**src/rtl/param_sched_pkg.sv**
```systemverilog
// Shared types for the timestamp-driven parameter write scheduler:
// timestamp/counter widths, the queued entry record and the scheduler states.
package param_sched_pkg;

    localparam int TS_W       = 32;
    localparam int LATE_CNT_W = 16;
    localparam int AW_DEF     = 4;
    localparam int DW_DEF     = 32;

    // Entry record at the default address/data widths; parameterised users
    // build the same field order with entry_width().
    typedef struct packed {
        logic [TS_W-1:0]   ts;
        logic [AW_DEF-1:0] addr;
        logic [DW_DEF-1:0] data;
    } entry_t;

    localparam int ENTRY_W = $bits(entry_t);

    typedef enum logic [1:0] {
        S_IDLE  = 2'd0,
        S_WAIT  = 2'd1,
        S_ISSUE = 2'd2
    } sched_state_e;

    function automatic int entry_width(int aw, int dw);
        return TS_W + aw + dw;
    endfunction

endpackage

```
**src/rtl/sched_fifo.sv**
```systemverilog
// Synchronous first-word-fall-through FIFO: the head entry is readable as soon
// as the occupancy count shows it, one cycle after it was written.
module sched_fifo #(
    parameter int W     = 8,
    parameter int DEPTH = 16
) (
    input  logic                     clk_i,
    input  logic                     rst_i,
    input  logic                     flush_i,
    input  logic                     push_i,
    input  logic [W-1:0]             push_data_i,
    input  logic                     pop_i,
    output logic [W-1:0]             head_o,
    output logic [$clog2(DEPTH):0]   count_o,
    output logic                     full_o,
    output logic                     empty_o
);

    localparam int PW = $clog2(DEPTH);
    localparam int CW = PW + 1;

    logic [W-1:0]  mem_q [DEPTH];
    logic [PW-1:0] wr_ptr_q, wr_ptr_d;
    logic [PW-1:0] rd_ptr_q, rd_ptr_d;
    logic [CW-1:0] count_q, count_d;
    logic          do_push, do_pop;

    assign full_o  = (count_q == CW'(DEPTH));
    assign empty_o = (count_q == '0);
    assign do_push = push_i && !full_o && !flush_i;
    assign do_pop  = pop_i && !empty_o && !flush_i;
    assign head_o  = mem_q[rd_ptr_q];
    assign count_o = count_q;

    always_comb begin
        wr_ptr_d = wr_ptr_q;
        rd_ptr_d = rd_ptr_q;
        count_d  = count_q;
        if (flush_i) begin
            wr_ptr_d = '0;
            rd_ptr_d = '0;
            count_d  = '0;
        end else begin
            if (do_push) wr_ptr_d = wr_ptr_q + 1'b1;
            if (do_pop)  rd_ptr_d = rd_ptr_q + 1'b1;
            case ({do_push, do_pop})
                2'b10:   count_d = count_q + 1'b1;
                2'b01:   count_d = count_q - 1'b1;
                default: count_d = count_q;
            endcase
        end
    end

    always_ff @(posedge clk_i) begin
        if (rst_i) begin
            wr_ptr_q <= '0;
            rd_ptr_q <= '0;
            count_q  <= '0;
        end else begin
            wr_ptr_q <= wr_ptr_d;
            rd_ptr_q <= rd_ptr_d;
            count_q  <= count_d;
        end
    end

    always_ff @(posedge clk_i) begin
        if (do_push) mem_q[wr_ptr_q] <= push_data_i;
    end

endmodule

```
**src/rtl/param_write_scheduler.sv**
```systemverilog
// Applies queued (timestamp, address, data) parameter writes on their scheduled
// tick of a free-running timestamp, one registered write strobe per cycle.
module param_write_scheduler
    import param_sched_pkg::*;
#(
    parameter int DEPTH = 16,
    parameter int AW    = AW_DEF,
    parameter int DW    = DW_DEF
) (
    input  logic                    clk_i,
    input  logic                    reset_i,
    input  logic                    enable_i,
    input  logic                    flush_i,
    input  logic                    push_valid_i,
    output logic                    push_ready_o,
    input  logic [TS_W-1:0]         push_ts_i,
    input  logic [AW-1:0]           push_addr_i,
    input  logic [DW-1:0]           push_data_i,
    output logic [AW-1:0]           wr_addr_o,
    output logic [DW-1:0]           wr_data_o,
    output logic                    wr_stb_o,
    output logic                    late_o,
    output logic [LATE_CNT_W-1:0]   late_cnt_o,
    output logic [TS_W-1:0]         timestamp_o,
    output logic [$clog2(DEPTH):0]  count_o,
    output logic                    busy_o
);

    localparam int EW = entry_width(AW, DW);

    typedef struct packed {
        logic [TS_W-1:0] ts;
        logic [AW-1:0]   addr;
        logic [DW-1:0]   data;
    } sched_entry_t;

    sched_entry_t            head, push_entry;
    logic                    fifo_full, fifo_empty, push_fire, pop;
    sched_state_e            state_q, state_d;
    logic [TS_W-1:0]         ts_q, ts_d;
    logic [AW-1:0]           wr_addr_q, wr_addr_d;
    logic [DW-1:0]           wr_data_q, wr_data_d;
    logic                    late_q, late_d;
    logic [LATE_CNT_W-1:0]   late_cnt_q, late_cnt_d;

    // Handshake: an entry transfers on a cycle where push_valid_i and
    // push_ready_o are both high; ready reflects the registered occupancy only.
    assign push_ready_o = !fifo_full && !reset_i;
    assign push_fire    = push_valid_i && push_ready_o;
    assign push_entry   = '{ts: push_ts_i, addr: push_addr_i, data: push_data_i};

    sched_fifo #(
        .W     (EW),
        .DEPTH (DEPTH)
    ) u_fifo (
        .clk_i       (clk_i),
        .rst_i       (reset_i),
        .flush_i     (flush_i),
        .push_i      (push_fire),
        .push_data_i (push_entry),
        .pop_i       (pop),
        .head_o      (head),
        .count_o     (count_o),
        .full_o      (fifo_full),
        .empty_o     (fifo_empty)
    );

    always_comb begin
        state_d    = S_IDLE;
        pop        = 1'b0;
        ts_d       = ts_q;
        wr_addr_d  = wr_addr_q;
        wr_data_d  = wr_data_q;
        late_d     = 1'b0;
        late_cnt_d = late_cnt_q;

        if (enable_i) ts_d = ts_q + TS_W'(1);

        if (!fifo_empty && enable_i) begin
            if (head.ts > ts_q)  state_d = S_WAIT;
            else if (!flush_i)   state_d = S_ISSUE;
        end

        // ISSUE is only entered when the pop really happens, so the registered
        // state doubles as the write strobe.
        if (state_d == S_ISSUE) begin
            pop       = 1'b1;
            wr_addr_d = head.addr;
            wr_data_d = head.data;
            late_d    = (head.ts < ts_q);
            if (late_d && (late_cnt_q != '1)) late_cnt_d = late_cnt_q + 1'b1;
        end

        if (flush_i) begin
            ts_d       = '0;
            late_cnt_d = '0;
        end
    end

    always_ff @(posedge clk_i) begin
        if (reset_i) begin
            state_q    <= S_IDLE;
            ts_q       <= '0;
            wr_addr_q  <= '0;
            wr_data_q  <= '0;
            late_q     <= 1'b0;
            late_cnt_q <= '0;
        end else begin
            state_q    <= state_d;
            ts_q       <= ts_d;
            wr_addr_q  <= wr_addr_d;
            wr_data_q  <= wr_data_d;
            late_q     <= late_d;
            late_cnt_q <= late_cnt_d;
        end
    end

    assign wr_stb_o    = (state_q == S_ISSUE);
    assign wr_addr_o   = wr_addr_q;
    assign wr_data_o   = wr_data_q;
    assign late_o      = late_q;
    assign late_cnt_o  = late_cnt_q;
    assign timestamp_o = ts_q;
    assign busy_o      = !fifo_empty;

endmodule

```
**config.mk**
```make
export PLATFORM = sky130hd
export DESIGN_NAME = param_write_scheduler
export DESIGN_NICKNAME = d
export VERILOG_FILES = /design/src/rtl/param_sched_pkg.sv /design/src/rtl/sched_fifo.sv /design/src/rtl/param_write_scheduler.sv
export SDC_FILE = /design/constraint.sdc
export NUM_CORES = 1
export LEC_CHECK = 0
export ABC_CLOCK_PERIOD_IN_PS = 10480
export CAP_MARGIN = 10
export CORE_MARGIN = 5
export CORE_UTILIZATION = 28
export DETAILED_ROUTE_END_ITERATION = 8
export HOLD_SLACK_MARGIN = 0.03
export PLACE_DENSITY = 0.53
export REMOVE_ABC_BUFFERS = 1
export SLEW_MARGIN = 20
export SYNTH_ARGS = -nofsm -noshare
export SYNTH_HDL_FRONTEND = slang
export SYNTH_SLANG_ARGS = --single-unit
```
**constraint.sdc**
```tcl
create_clock -name clk_i -period 10.48 [get_ports clk_i]
set_input_delay 1.048 -clock clk_i [delete_from_list [all_inputs] [get_ports clk_i]]
set_output_delay 1.048 -clock clk_i [all_outputs]
set_load 0.05 [all_outputs]
```
==> flow_summary.rst, run 1 <==
.. list-table::
   :header-rows: 1

   * - Metric
     - Value
   * - Starting Density
     - 0.2817
   * - R2R Setup Slk
     - 4000 ps
   * - Number of antenna violations at the first check in global routing
     - 19
   * - Internal Power
     - 7.775 mW
   * - Number of max-slew violations in the final report
     - 0
   * - Final setup violation count
     - 0
   * - Library cell with the largest summed area after synthesis
     - sky130_fd_sc_hd__edfxtp_1
   * - Static leakage
     - 16.18 nW
   * - Number of top-level pins
     - 166
   * - Fin. Hold Viols
     - 0
   * - Final critical-path share of the clock period
     - 0.6181
   * - Via count
     - 21.83k
   * - Number of cells on the worst reg-to-reg path
     - 17
   * - Sw Share
     - 0.2032
   * - Arrival time of the worst setup path
     - 7150 ps
   * - Critical Path Fanout Max
     - 38
   * - Insertion delay of the later-clocked pin in the worst-skew pair
     - 770 ps
   * - Number of antenna-violating nets in the routed design
     - 0
   * - Hold path depth
     - 2
   * - Distinct cell type count of the synthesized netlist
     - 49
   * - Number of instances in the synthesized netlist
     - 2,107
   * - Transition time at the pin with the least slew margin
     - 1148 ps
   * - Buffers added on ports
     - 165
   * - Share of cells above drive strength 1
     - 0.2476
   * - Mean instance size in the synthesized netlist
     - 21.79 sq um
   * - Total net switching power
     - 1.983 mW
   * - Core region area
     - 0.1630 sq mm
   * - Clock H-tree levels
     - 4
   * - Buffers from clock root to sink, at most
     - 3
   * - Relative contribution of the clock network to total power
     - 0.452
   * - Maximum clock frequency
     - 154.4 MHz
   * - DPL Wire Length
     - 65,230 um
   * - Slowest CP cell
     - sky130_fd_sc_hd__buf_4
   * - Global-route wire length before repair
     - 170,100 um
   * - Final routed wire length divided by cell count
     - 25.47 um
   * - Die Footprint
     - 0.1722 sq mm
   * - Grt ovf
     - 0
   * - Clock input transition at the sequential cells of the worst setup and hold paths
     - 60 ps
   * - Largest net degree at the start of global routing
     - 161
   * - Worst setup skew after layout
     - 35.37 ps
   * - Die outline height
     - 414.9 um
   * - Most numerous cell types in the synthesized netlist
     - sky130_fd_sc_hd__edfxtp_1, sky130_fd_sc_hd__mux4_2, sky130_fd_sc_hd__nor2_1, sky130_fd_sc_hd__dfxtp_1, sky130_fd_sc_hd__clkbuf_1
   * - Run status
     - complete, no violations
   * - GP Congestion
     - 0.7715
   * - Combinational Power Share
     - 0.015
   * - Critical path launch point type
     - flip-flop
   * - Number of buffers inserted to repair setup after CTS
     - 0
   * - GRT Total Usage
     - 0.1362
   * - Total Routed Length
     - 118,200 um
   * - Post-synthesis cell area
     - 0.04591 sq mm
   * - Top cell type's share of synthesized area
     - 0.7116
   * - Layout-stage area growth over the synthesis result
     - 18.86%
   * - Share of total power in sequential cells
     - 0.533
   * - Number of DRC violations after detailed-routing iteration 0
     - 1,972
   * - Startpoint of the tightest hold check path
     - wr_data_o[5]
   * - Hold buffer count at cts
     - 0
   * - Share of the yosys chip area belonging to registers
     - 0.7570
   * - Register bit total from synthesis
     - 1,192
   * - Worst-case hold path end point
     - wr_data_o[5]
   * - Critical register-to-register path endpoint
     - u_fifo.count_o[4]
   * - Synth area leaders
     - sky130_fd_sc_hd__edfxtp_1, sky130_fd_sc_hd__mux4_2, sky130_fd_sc_hd__dfxtp_1
   * - Final std cells w/o fill
     - 4,642
   * - Die extent in x
     - 414.9 um
   * - Cells along the critical path
     - buf_4, buf_4, mux4_2, mux4_2, ha_1, a21oi_1, nand2_1, a221oi_1, a31oi_1, a2111oi_4, ha_1, ha_1, a21o_1, a21oi_1, xor2_1, or3_1, a21oi_1
   * - Remaining DRCs
     - 0
   * - Cell with the most instances after synthesis
     - sky130_fd_sc_hd__edfxtp_1
   * - Placed Instances
     - 4,397
   * - # clock sinks
     - 1,192
   * - Number of enable-type register cells in the synthesized netlist
     - 1,088
   * - Worst endpoint required time
     - 11,150 ps
   * - Library cell used as clock root buffer
     - sky130_fd_sc_hd__clkbuf_16
   * - Number of global-route vias before repair
     - 23.37k
   * - Highest cell delay on the worst timing path
     - 730 ps
   * - Via-to-Cell Ratio
     - 4.703
   * - Max rail drop VDD
     - 139.9 uV
   * - Worst hold margin
     - 491.7 ps
   * - Startpoint-to-endpoint class of the critical path
     - flip-flop to flip-flop
   * - RSZ-0062 raised after global routing
     - no
   * - Clock buffers created by TritonCTS
     - 131
   * - Worst rel slew slack
     - 0.2279
   * - Post-CTS sizing
     - 0
   * - Count of nets after finishing
     - 2,472
   * - Power density over the cells
     - 178.8 mW/mm^2
   * - Num rows
     - 148
   * - Total number of yosys warnings
     - 0
   * - Max-capacitance violation count
     - 0
   * - Period minus WS final
     - 6478 ps
   * - Kind of path behind the tightest hold check
     - flip-flop to flip-flop
   * - First-pass iteration count of the detailed router
     - 5
   * - Endpoint class of the critical path
     - flip-flop
   * - Share of async-settable or async-resettable flops after synthesis
     - 0
   * - Clock tree from TritonCTS
     - done
   * - Prevailing post-synth register cell
     - sky130_fd_sc_hd__edfxtp_1
[layer usage]
layer | vias to the layer above | part of all wire | track usage
met4 | 8 | 0.026 | 0.03739
met2 | 580 | 0.51 | 0.2316
met3 | 177 | 0.049 | 0.02927
li1 | 9275 | - | -
met1 | 11793 | 0.42 | 0.1770
met5 | - | 0.00046 | 0
[logic make-up (layout without fill, tap and decap cells)]
group / after synthesis / count (layout) / synth area share
flops: 1192 / 1192 / 0.7570
mux: 380 / 380 / 0.1755
simple gates: 249 / 249 / 0.02594
buf+inv: 137 / 490 / 0.01270
compound gates: 62 / 62 / 0.008530
fa+ha+maj: 44 / 44 / 0.01215
xor+xnor: 43 / 43 / 0.008203
other cells: 0 / 7 / 0
[cell type report]
class,count,area [sq um]
Sequential cell,1192,34770
Fill cell,15214,108400
Inverter,38,142.6
Clock inverter,57,505.5
Antenna cell,7,17.52
Clock buffer,181,3680
Tap cell,2175,2721
Timing Repair Buffer,214,2046
Multi-Input combinational cell,778,10690
[critical path, delay by kind of cell, from the launching register on]
kind                     cells  cell delay [ps]
AO/OA/AOI/OAI                7             1760
buffers and inverters        2             1340
AND/OR/NAND/NOR              2              400
flip-flops                   1              590
multiplexers                 2             1140
XOR/XNOR                     1              100
adder cells (fa/ha/maj)      3             1020
[state kept, by name, summed over array words and instances, names as in the netlist, named ones only]
name and count:
late_cnt_o 16, late_o 1, state_q 2, timestamp_o 32, u_fifo.count_o 5, u_fifo.mem_q 1088, u_fifo.rd_ptr_q 4, u_fifo.wr_ptr_q 4
wr_addr_o 4, wr_data_o 32
[cell usage in the layout, fill, tap and decap left out, types with 5 or more instances in the layout]
cell | Yosys | final
sky130_fd_sc_hd__or3_1 | 11 | 11
sky130_fd_sc_hd__clkinvlp_4 | 0 | 6
sky130_fd_sc_hd__clkinv_8 | 0 | 7
sky130_fd_sc_hd__a21oi_1 | 29 | 29
sky130_fd_sc_hd__nand2_1 | 35 | 35
sky130_fd_sc_hd__nor3_1 | 13 | 9
sky130_fd_sc_hd__nand4_1 | 20 | 20
sky130_fd_sc_hd__o21ai_0 | 10 | 10
sky130_fd_sc_hd__mux4_2 | 340 | 340
sky130_fd_sc_hd__nor2_4 | 0 | 12
sky130_fd_sc_hd__nand3_1 | 16 | 16
sky130_fd_sc_hd__clkinv_2 | 0 | 18
sky130_fd_sc_hd__nand2b_1 | 5 | 5
sky130_fd_sc_hd__and2_1 | 5 | 5
sky130_fd_sc_hd__mux2i_1 | 40 | 40
sky130_fd_sc_hd__diode_2 | 0 | 7
sky130_fd_sc_hd__and3_1 | 6 | 6
sky130_fd_sc_hd__clkinv_1 | 0 | 18
sky130_fd_sc_hd__ha_1 | 43 | 43
sky130_fd_sc_hd__inv_1 | 38 | 38
sky130_fd_sc_hd__xor2_1 | 5 | 5
sky130_fd_sc_hd__edfxtp_1 | 1088 | 1088
sky130_fd_sc_hd__clkdlybuf4s50_1 | 0 | 164
sky130_fd_sc_hd__clkbuf_16 | 0 | 134
sky130_fd_sc_hd__dfxtp_1 | 104 | 100
sky130_fd_sc_hd__xnor2_1 | 38 | 38
sky130_fd_sc_hd__clkbuf_8 | 0 | 15
sky130_fd_sc_hd__nor2_1 | 112 | 100
sky130_fd_sc_hd__buf_4 | 0 | 47
sky130_fd_sc_hd__nor4_1 | 8 | 8
sky130_fd_sc_hd__clkbuf_1 | 56 | 32
[worst max-delay path by stage]
stage | start | endpoint | slack (ps) | cells past startpoint
2_1_floorplan | flip-flop | u_fifo.count_o[4] | -6530 | 15
3_3_place_gp | flip-flop | u_fifo.count_o[4] | 3890 | 17
3_5_place_dp | flip-flop | u_fifo.count_o[4] | 3950 | 17
4_1_cts | flip-flop | u_fifo.count_o[4] | 3940 | 17
5_1_grt | flip-flop | u_fifo.count_o[4] | 3460 | 17
6_report | flip-flop | u_fifo.count_o[4] | 4000 | 17
[power groups by stage]
stage / Sequential [mW] / Clock [mW] / Combinational, mW
after floorplan: 5.30 / 0 / 0.0385
after global placement: 5.30 / 0 / 0.138
after detailed placement: 5.30 / 0 / 0.148
after CTS: 5.20 / 4.54 / 0.148
after global routing: 5.20 / 4.74 / 0.159
final: 5.20 / 4.41 / 0.145
[per-stage QoR]
step	worst slack (ps)	instance area, sq um	TNS (ps)	power, mW	utilization
6_report	4002	54570	0	9.759	0.3349
5_1_grt	3457	54560	0	10.09	0.3348
4_1_cts	3938	54540	0	9.886	0.3347
3_5_place_dp	3954	50360	0	5.448	0.3090
3_3_place_gp	3894	50360	0	5.437	0.3090
2_1_floorplan	-6531	45470	-336130	5.343	-
Power figures use the tool's default switching activity.
==> inputs of run 2 (changes only) <==
--- a/config.mk
+++ b/config.mk
@@ -5,13 +5,13 @@
 export SDC_FILE = /design/constraint.sdc
 export NUM_CORES = 1
 export LEC_CHECK = 0
-export ABC_CLOCK_PERIOD_IN_PS = 10480
+export ABC_CLOCK_PERIOD_IN_PS = 5850
 export CAP_MARGIN = 10
 export CORE_MARGIN = 5
 export CORE_UTILIZATION = 28
 export DETAILED_ROUTE_END_ITERATION = 8
 export HOLD_SLACK_MARGIN = 0.03
-export PLACE_DENSITY = 0.53
+export PLACE_DENSITY = 0.54
 export REMOVE_ABC_BUFFERS = 1
 export SLEW_MARGIN = 20
 export SYNTH_ARGS = -nofsm -noshare
==> constraint.sdc (replaced) <==
create_clock -name clk_i -period 5.85 [get_ports clk_i]
set_input_delay 0.585 -clock clk_i [delete_from_list [all_inputs] [get_ports clk_i]]
set_output_delay 0.585 -clock clk_i [all_outputs]
set_load 0.05 [all_outputs]
==> flow_summary.rst, run 2 (synthesis gave the netlist of run 1 again) <==
.. list-table::
   :header-rows: 1

   * - Metric
     - Value
   * - Run status
     - complete, no violations (unchanged)
   * - Die extent in x
     - 414.9 um (unchanged)
   * - Critical Path Fanout Max
     - 37 (was 38)
   * - Number of antenna-violating nets in the routed design
     - 0 (unchanged)
   * - RSZ-0062 raised after global routing
     - no (unchanged)
   * - Post-Place Setup Slack
     - 498.0 ps (was 3954 ps)
   * - Summed area of non-filler cells in the final layout
     - 0.05519 sq mm (was 0.05457 sq mm)
   * - Top library cells by usage in the layout, fill and taps aside
     - sky130_fd_sc_hd__edfxtp_1, sky130_fd_sc_hd__mux4_2, sky130_fd_sc_hd__clkdlybuf4s50_1 (unchanged)
   * - Total area of sequential cells
     - 0.03477 sq mm (unchanged)
   * - Max rail drop VDD
     - 280.6 uV (was 139.9 uV)
   * - Maximum clock frequency
     - 188.5 MHz (was 154.4 MHz)
   * - Clock input transition at the sequential cells of the worst setup and hold paths
     - 60 ps (about the same)
   * - Clock H-tree levels
     - 4 (unchanged)
   * - Total Routed Length
     - 117,800 um (was 118,200 um)
   * - Setup tns final
     - 0 ps (unchanged)
   * - Remaining DRCs
     - 0 (unchanged)
   * - Library cell used as clock root buffer
     - sky130_fd_sc_hd__clkbuf_16 (unchanged)
   * - Core region area
     - 0.1630 sq mm (unchanged)
   * - Number of DRC violations after detailed-routing iteration 0
     - 2,070 (was 1,972)
   * - Share of cells above drive strength 1
     - 0.2587 (was 0.2476)
   * - Commonest non-fill, non-tap cell in the layout
     - sky130_fd_sc_hd__edfxtp_1 (unchanged)
   * - Worst endpoint required time
     - 6450 ps (was 11,150 ps)
   * - Register with the most flip-flops
     - u_fifo.mem_q (unchanged)
   * - Total Power
     - 17.93 mW (was 9.759 mW)
   * - Number of global-route vias before repair
     - 23.32k (was 23.37k)
   * - Area occupied by multi-input gates
     - 0.01069 sq mm (about the same)
   * - Final setup violation count
     - 0 (unchanged)
   * - Total net switching power
     - 3.548 mW (was 1.983 mW)
   * - Hold buffer count at cts
     - 0 (unchanged)
   * - Buffers from clock root to sink, at most
     - 3 (unchanged)
   * - Insertion delay of the later-clocked pin in the worst-skew pair
     - 750 ps (was 770 ps)
   * - Worst setup skew after layout
     - 36.91 ps (was 35.37 ps)
   * - Number of buffers inserted to repair setup after CTS
     - 0 (unchanged)
   * - Placed Instances
     - 4,422 (was 4,397)
   * - Final std cells w/o fill
     - 4,668 (was 4,642)
   * - Layout-stage area growth over the synthesis result
     - 20.21% (was 18.86%)
   * - DPL Wire Length
     - 66,260 um (was 65,230 um)
   * - Global-route wire length before repair
     - 169,400 um (was 170,100 um)
   * - Worst setup margin
     - 544.3 ps (was 4002 ps)
   * - Number of antenna violations at the first check in global routing
     - 17 (was 19)
   * - Count of nets after finishing
     - 2,500 (was 2,472)
   * - Relative contribution of the clock network to total power
     - 0.466 (was 0.452)
   * - Dpl cell area
     - 0.05079 sq mm (was 0.05036 sq mm)
   * - Grt ovf
     - 0 (unchanged)
   * - # clock sinks
     - 1,192 (unchanged)
   * - Starting Density
     - 0.2817 (unchanged)
   * - Startpoint-to-endpoint class of the critical path
     - flip-flop to flip-flop (unchanged)
   * - First-pass iteration count of the detailed router
     - 6 (was 5)
   * - Period minus WS final
     - 5306 ps (was 6478 ps)
   * - GP Congestion
     - 0.7784 (was 0.7715)
   * - Clock buffers created by TritonCTS
     - 134 (was 131)
   * - Power density over the cells
     - 324.9 mW/mm^2 (was 178.8 mW/mm^2)
   * - Largest net degree at the start of global routing
     - 73 (was 161)
   * - Die outline height
     - 414.9 um (unchanged)
   * - Buffers added on ports
     - 165 (unchanged)
   * - Number of max-slew violations in the final report
     - 0 (unchanged)
   * - Fin. Hold Viols
     - 0 (unchanged)
   * - Transition time at the pin with the least slew margin
     - 1003 ps (was 1148 ps)
   * - Final critical-path share of the clock period
     - 0.9070 (was 0.6181)
   * - Via-to-Cell Ratio
     - 4.751 (was 4.703)
   * - Num rows
     - 148 (unchanged)
   * - Kind of path behind the tightest hold check
     - input pin to flip-flop (was flip-flop to flip-flop)
   * - Die Footprint
     - 0.1722 sq mm (unchanged)
   * - Internal Power
     - 14.38 mW (was 7.775 mW)
   * - Flip-flop count of the largest register after layout
     - 1,088 (unchanged)
   * - Critical path launch point type
     - flip-flop (unchanged)
   * - Number of filler instances in the final layout
     - 15.15k (was 15.21k)
   * - Sw Share
     - 0.1979 (was 0.2032)
   * - Endpoint class of the critical path
     - flip-flop (unchanged)
   * - Worst rel slew slack
     - 0.3315 (was 0.2279)
   * - Combinational Power Share
     - 0.015 (about the same)
   * - Static leakage
     - 16.48 nW (was 16.18 nW)
   * - Clock tree from TritonCTS
     - done (unchanged)
   * - Post-CTS sizing
     - 0 (unchanged)
   * - Number of top-level pins
     - 166 (unchanged)
   * - Share of total power in sequential cells
     - 0.520 (was 0.533)
   * - GRT Total Usage
     - 0.1347 (was 0.1362)
   * - Final routed wire length divided by cell count
     - 25.24 um (was 25.47 um)
   * - Max-capacitance violation count
     - 0 (unchanged)
   * - Via count
     - 22.18k (was 21.83k)
   * - Arrival time of the worst setup path
     - 5900 ps (was 7150 ps)
-- run 2: layer usage --
| layer | wire [um] | track usage | vias up |
|---|---|---|---|
| li1 | - | - | 9326 |
| met1 | 49230 | 0.1753 | 12000 |
| met2 | 60300 | 0.2314 | 666 |
| met3 | 6244 | 0.02753 | 181 |
| met4 | 2009 | 0.03345 | 6 |
| met5 | 32 | 0 | - |
-- run 2: layout make-up --
class | count | share of cell area
diodes | 4 | 0.0001814
clock buffers | 178 | 0.06690
clock inverters | 64 | 0.01274
inverters | 38 | 0.002584
multi-input cells | 778 | 0.1936
flip-flops and latches | 1192 | 0.6300
well taps | 2175 | 0.04931
repair buffers | 239 | 0.04471
-- run 2: per-stage QoR --
stage               utilization  hold WS, ps
global route             0.3386        353.6
floorplan                     -        449.6
detailed placement       0.3116        466.0
global placement         0.3116        455.9
CTS                      0.3386        313.1
finish                   0.3387        380.7
-- run 2: worst max-delay path, stage by stage (launching register included) --
cell and delay (ps):
sky130_fd_sc_hd__dfxtp_4 520, sky130_fd_sc_hd__buf_12 320, sky130_fd_sc_hd__mux4_2 550, sky130_fd_sc_hd__mux4_2 510
sky130_fd_sc_hd__ha_1 310, sky130_fd_sc_hd__nand4_1 270, sky130_fd_sc_hd__nor4_1 490, sky130_fd_sc_hd__nand2b_1 160
sky130_fd_sc_hd__a31oi_1 60, sky130_fd_sc_hd__a2111oi_4 420, sky130_fd_sc_hd__ha_1 290, sky130_fd_sc_hd__buf_4 160
sky130_fd_sc_hd__ha_1 230, sky130_fd_sc_hd__a21o_1 180, sky130_fd_sc_hd__a21oi_1 210, sky130_fd_sc_hd__xor2_1 170
sky130_fd_sc_hd__nor2_1 50, sky130_fd_sc_hd__a21oi_1 160, sky130_fd_sc_hd__nor2_1 60
-- run 2: power by group through the flow --
stage | Sequential [mW] | Clock [mW] | Combinational (mW)
after detailed placement | 9.49 | 0 | 0.268
final | 9.32 | 8.35 | 0.264
after global placement | 9.49 | 0 | 0.251
after global routing | 9.31 | 8.94 | 0.288
after CTS | 9.31 | 8.58 | 0.268
after floorplan | 9.50 | 0 | 0.0689
-- run 2: path summary, 6_finish.rpt --
kind / start / end / slack (ps) / depth (start not counted)
setup / recovery: flip-flop / u_fifo.count_o[3] / 540 / 18
hold / removal: reset_i / late_cnt_o[9] / 380 / 3
setup reg to reg: flip-flop / u_fifo.count_o[3] / 540 / 18
hold reg to reg: u_fifo.rd_ptr_q[3] / flip-flop / 470 / 2
==> inputs of run 3 (changes only) <==
--- a/config.mk
+++ b/config.mk
@@ -7,7 +7,6 @@
 export LEC_CHECK = 0
 export ABC_CLOCK_PERIOD_IN_PS = 5850
 export CAP_MARGIN = 10
-export CORE_MARGIN = 5
 export CORE_UTILIZATION = 28
 export DETAILED_ROUTE_END_ITERATION = 8
 export HOLD_SLACK_MARGIN = 0.03
==> flow_summary.rst, run 3 (synthesis gave the netlist of run 1 again) <==
.. list-table::
   :header-rows: 1

   * - Metric
     - Value
   * - Static leakage
     - 16.42 nW (was 16.48 nW)
   * - Number of filler instances in the final layout
     - 15.06k (was 15.15k)
   * - Core region area
     - 0.1628 sq mm (was 0.1630 sq mm)
   * - Maximum clock frequency
     - 180.9 MHz (was 188.5 MHz)
   * - Buffers from clock root to sink, at most
     - 3 (unchanged)
   * - Area occupied by multi-input gates
     - 0.01069 sq mm (unchanged)
   * - Total area of sequential cells
     - 0.03477 sq mm (unchanged)
   * - Die extent in x
     - 406.9 um (was 414.9 um)
   * - Fin. Hold Viols
     - 0 (unchanged)
   * - Layout-stage area growth over the synthesis result
     - 20.01% (was 20.21%)
   * - Global-route wire length before repair
     - 164,500 um (was 169,400 um)
   * - Buffers added on ports
     - 165 (unchanged)
   * - Kind of cell adding the most delay to the critical path
     - compound AO/OA/AOI/OAI gates (was multiplexers)
   * - Hold buffer count at cts
     - 0 (unchanged)
   * - Final routed wire length divided by cell count
     - 24.49 um (was 25.24 um)
   * - Number of global-route vias before repair
     - 23.14k (was 23.32k)
   * - Via-to-Cell Ratio
     - 4.687 (was 4.751)
   * - Num rows
     - 148 (unchanged)
   * - Share of cells above drive strength 1
     - 0.2537 (was 0.2587)
   * - RSZ-0062 raised after global routing
     - no (unchanged)
   * - Clock tree from TritonCTS
     - done (unchanged)
   * - DPL Wire Length
     - 63,580 um (was 66,260 um)
   * - Power density over the cells
     - 321.3 mW/mm^2 (was 324.9 mW/mm^2)
   * - Startpoint-to-endpoint class of the critical path
     - flip-flop to flip-flop (unchanged)
   * - Count of nets after finishing
     - 2,503 (was 2,500)
   * - Worst rel slew slack
     - 0.3284 (was 0.3315)
   * - Hold path depth
     - 2 (was 3)
   * - Number of max-slew violations in the final report
     - 0 (unchanged)
   * - Number of cells on the critical path
     - 18 (unchanged)
   * - Worst hold margin
     - 229.4 ps (was 380.7 ps)
   * - R2R Setup Slk
     - 320 ps (was 540 ps)
   * - GP Congestion
     - 0.7647 (was 0.7784)
   * - Register with the most flip-flops
     - u_fifo.mem_q (unchanged)
   * - Startpoint of the tightest hold check path
     - reset_i (unchanged)
   * - Clock buffers created by TritonCTS
     - 133 (was 134)
   * - Critical Path Fanout Max
     - 18 (was 37)
   * - Clock H-tree levels
     - 4 (unchanged)
   * - Insertion delay of the later-clocked pin in the worst-skew pair
     - 780 ps (was 750 ps)
   * - Final setup violation count
     - 0 (unchanged)
   * - Clock input transition at the sequential cells of the worst setup and hold paths
     - 60 ps (about the same)
   * - Starting Density
     - 0.2821 (was 0.2817)
   * - Die outline height
     - 406.9 um (was 414.9 um)
   * - Run status
     - complete, no violations (unchanged)
   * - Number of DRC violations after detailed-routing iteration 0
     - 1,973 (was 2,070)
   * - Commonest non-fill, non-tap cell in the layout
     - sky130_fd_sc_hd__edfxtp_1 (unchanged)
   * - Kind of path behind the tightest hold check
     - input pin to flip-flop (unchanged)
   * - Top library cells by usage in the layout, fill and taps aside
     - sky130_fd_sc_hd__edfxtp_1, sky130_fd_sc_hd__mux4_2, sky130_fd_sc_hd__clkdlybuf4s50_1 (unchanged)
   * - Transition time at the pin with the least slew margin
     - 998.2 ps (was 1003 ps)
   * - Number of cells on the worst reg-to-reg path
     - 18 (unchanged)
   * - Critical path launch point type
     - flip-flop (unchanged)
   * - Number of antenna-violating nets in the routed design
     - 0 (unchanged)
   * - Arrival time of the worst setup path
     - 6200 ps (was 5900 ps)
   * - Slowest CP cell
     - sky130_fd_sc_hd__mux4_2 (unchanged)
   * - Total Routed Length
     - 114,500 um (was 117,800 um)
   * - Buffer and inverter count on the worst path
     - 3 (was 2)
   * - Library cell used as clock root buffer
     - sky130_fd_sc_hd__clkbuf_16 (unchanged)
   * - Endpoint class of the critical path
     - flip-flop (unchanged)
   * - Remaining DRCs
     - 0 (unchanged)
   * - Period minus WS final
     - 5529 ps (was 5306 ps)
   * - Highest cell delay on the worst timing path
     - 550 ps (about the same)
   * - Final critical-path share of the clock period
     - 0.9452 (was 0.9070)
   * - Number of antenna violations at the first check in global routing
     - 19 (was 17)
   * - Grt ovf
     - 0 (unchanged)
   * - Die Footprint
     - 0.1656 sq mm (was 0.1722 sq mm)
   * - Max rail drop VDD
     - 188.1 uV (was 280.6 uV)
   * - First-pass iteration count of the detailed router
     - 5 (was 6)
   * - Post-CTS sizing
     - 0 (unchanged)
   * - Cells along the critical path
     - buf_12, buf_12, mux4_2, mux4_2, ha_1, a21oi_1, o21ai_1, a221oi_1, buf_4, nand2_1, a2111oi_4, ha_1, ha_1, a21o_1, a21oi_1, xor2_1, or3_1, a21oi_1 (was buf_12, mux4_2, mux4_2, ha_1, nand4_1, nor4_1, nand2b_1, a31oi_1, a2111oi_4, ha_1, buf_4, ha_1, a21o_1, a21oi_1, xor2_1, nor2_1, a21oi_1, nor2_1)
   * - Max-capacitance violation count
     - 0 (unchanged)
   * - Via count
     - 21.91k (was 22.18k)
   * - GRT Total Usage
     - 0.1390 (was 0.1347)
   * - Worst endpoint required time
     - 6520 ps (was 6450 ps)
   * - Number of buffers inserted to repair setup after CTS
     - 0 (unchanged)
   * - Flip-flop count of the largest register after layout
     - 1,088 (unchanged)
   * - # clock sinks
     - 1,192 (unchanged)
   * - Number of top-level pins
     - 166 (unchanged)
   * - Largest net degree at the start of global routing
     - 54 (was 73)
   * - Total Power
     - 17.70 mW (was 17.93 mW)
   * - Worst setup skew after layout
     - 40.33 ps (was 36.91 ps)
-- run 3: path summary, 6_finish.rpt --
check | endpoint
worst max-delay path | u_fifo.count_o[4]
worst min-delay path | state_q[1]
worst max register to register | u_fifo.count_o[4]
worst min register to register | flip-flop
-- run 3: power breakdown --
group / internal, mW / switching (mW)
combinational: 0.0888 / 0.176
sequential: 9.31 / 0.00658
clock: 4.72 / 3.40
-- run 3: metal layers --
metal | wire (um) | vias up | global-route usage
li1 | - | 9350 | -
met1 | 47730 | 11779 | 0.1774
met2 | 57730 | 621 | 0.2365
met3 | 7120 | 147 | 0.03348
met4 | 1842 | 16 | 0.03463
met5 | 89 | - | 0
-- run 3: final cells by class --
class / count / share of cell area
Sequential cell: 1192 / 0.6310
Multi-Input combinational cell: 778 / 0.1939
Clock buffer: 186 / 0.06624
Tap cell: 2175 / 0.04939
Timing Repair Buffer: 243 / 0.04505
Clock inverter: 58 / 0.01154
Inverter: 38 / 0.002589
Antenna cell: 5 / 0.0002271
-- run 3: stage by stage --
| step | TNS [ps] | utilization | instances | setup WS (ps) | cell area [sq um] |
|---|---|---|---|---|---|
| floorplan | -935260 | - | 2008 | -11160 | 45470 |
| global placement | 0 | 0.3121 | 4426 | 224.4 | 50800 |
| detailed placement | 0 | 0.3121 | 4426 | 295.5 | 50800 |
| CTS | 0 | 0.3384 | 4670 | 276.1 | 55090 |
| global route | 0 | 0.3384 | 4670 | 75.22 | 55090 |
| finish | 0 | 0.3385 | 4675 | 320.9 | 55100 |
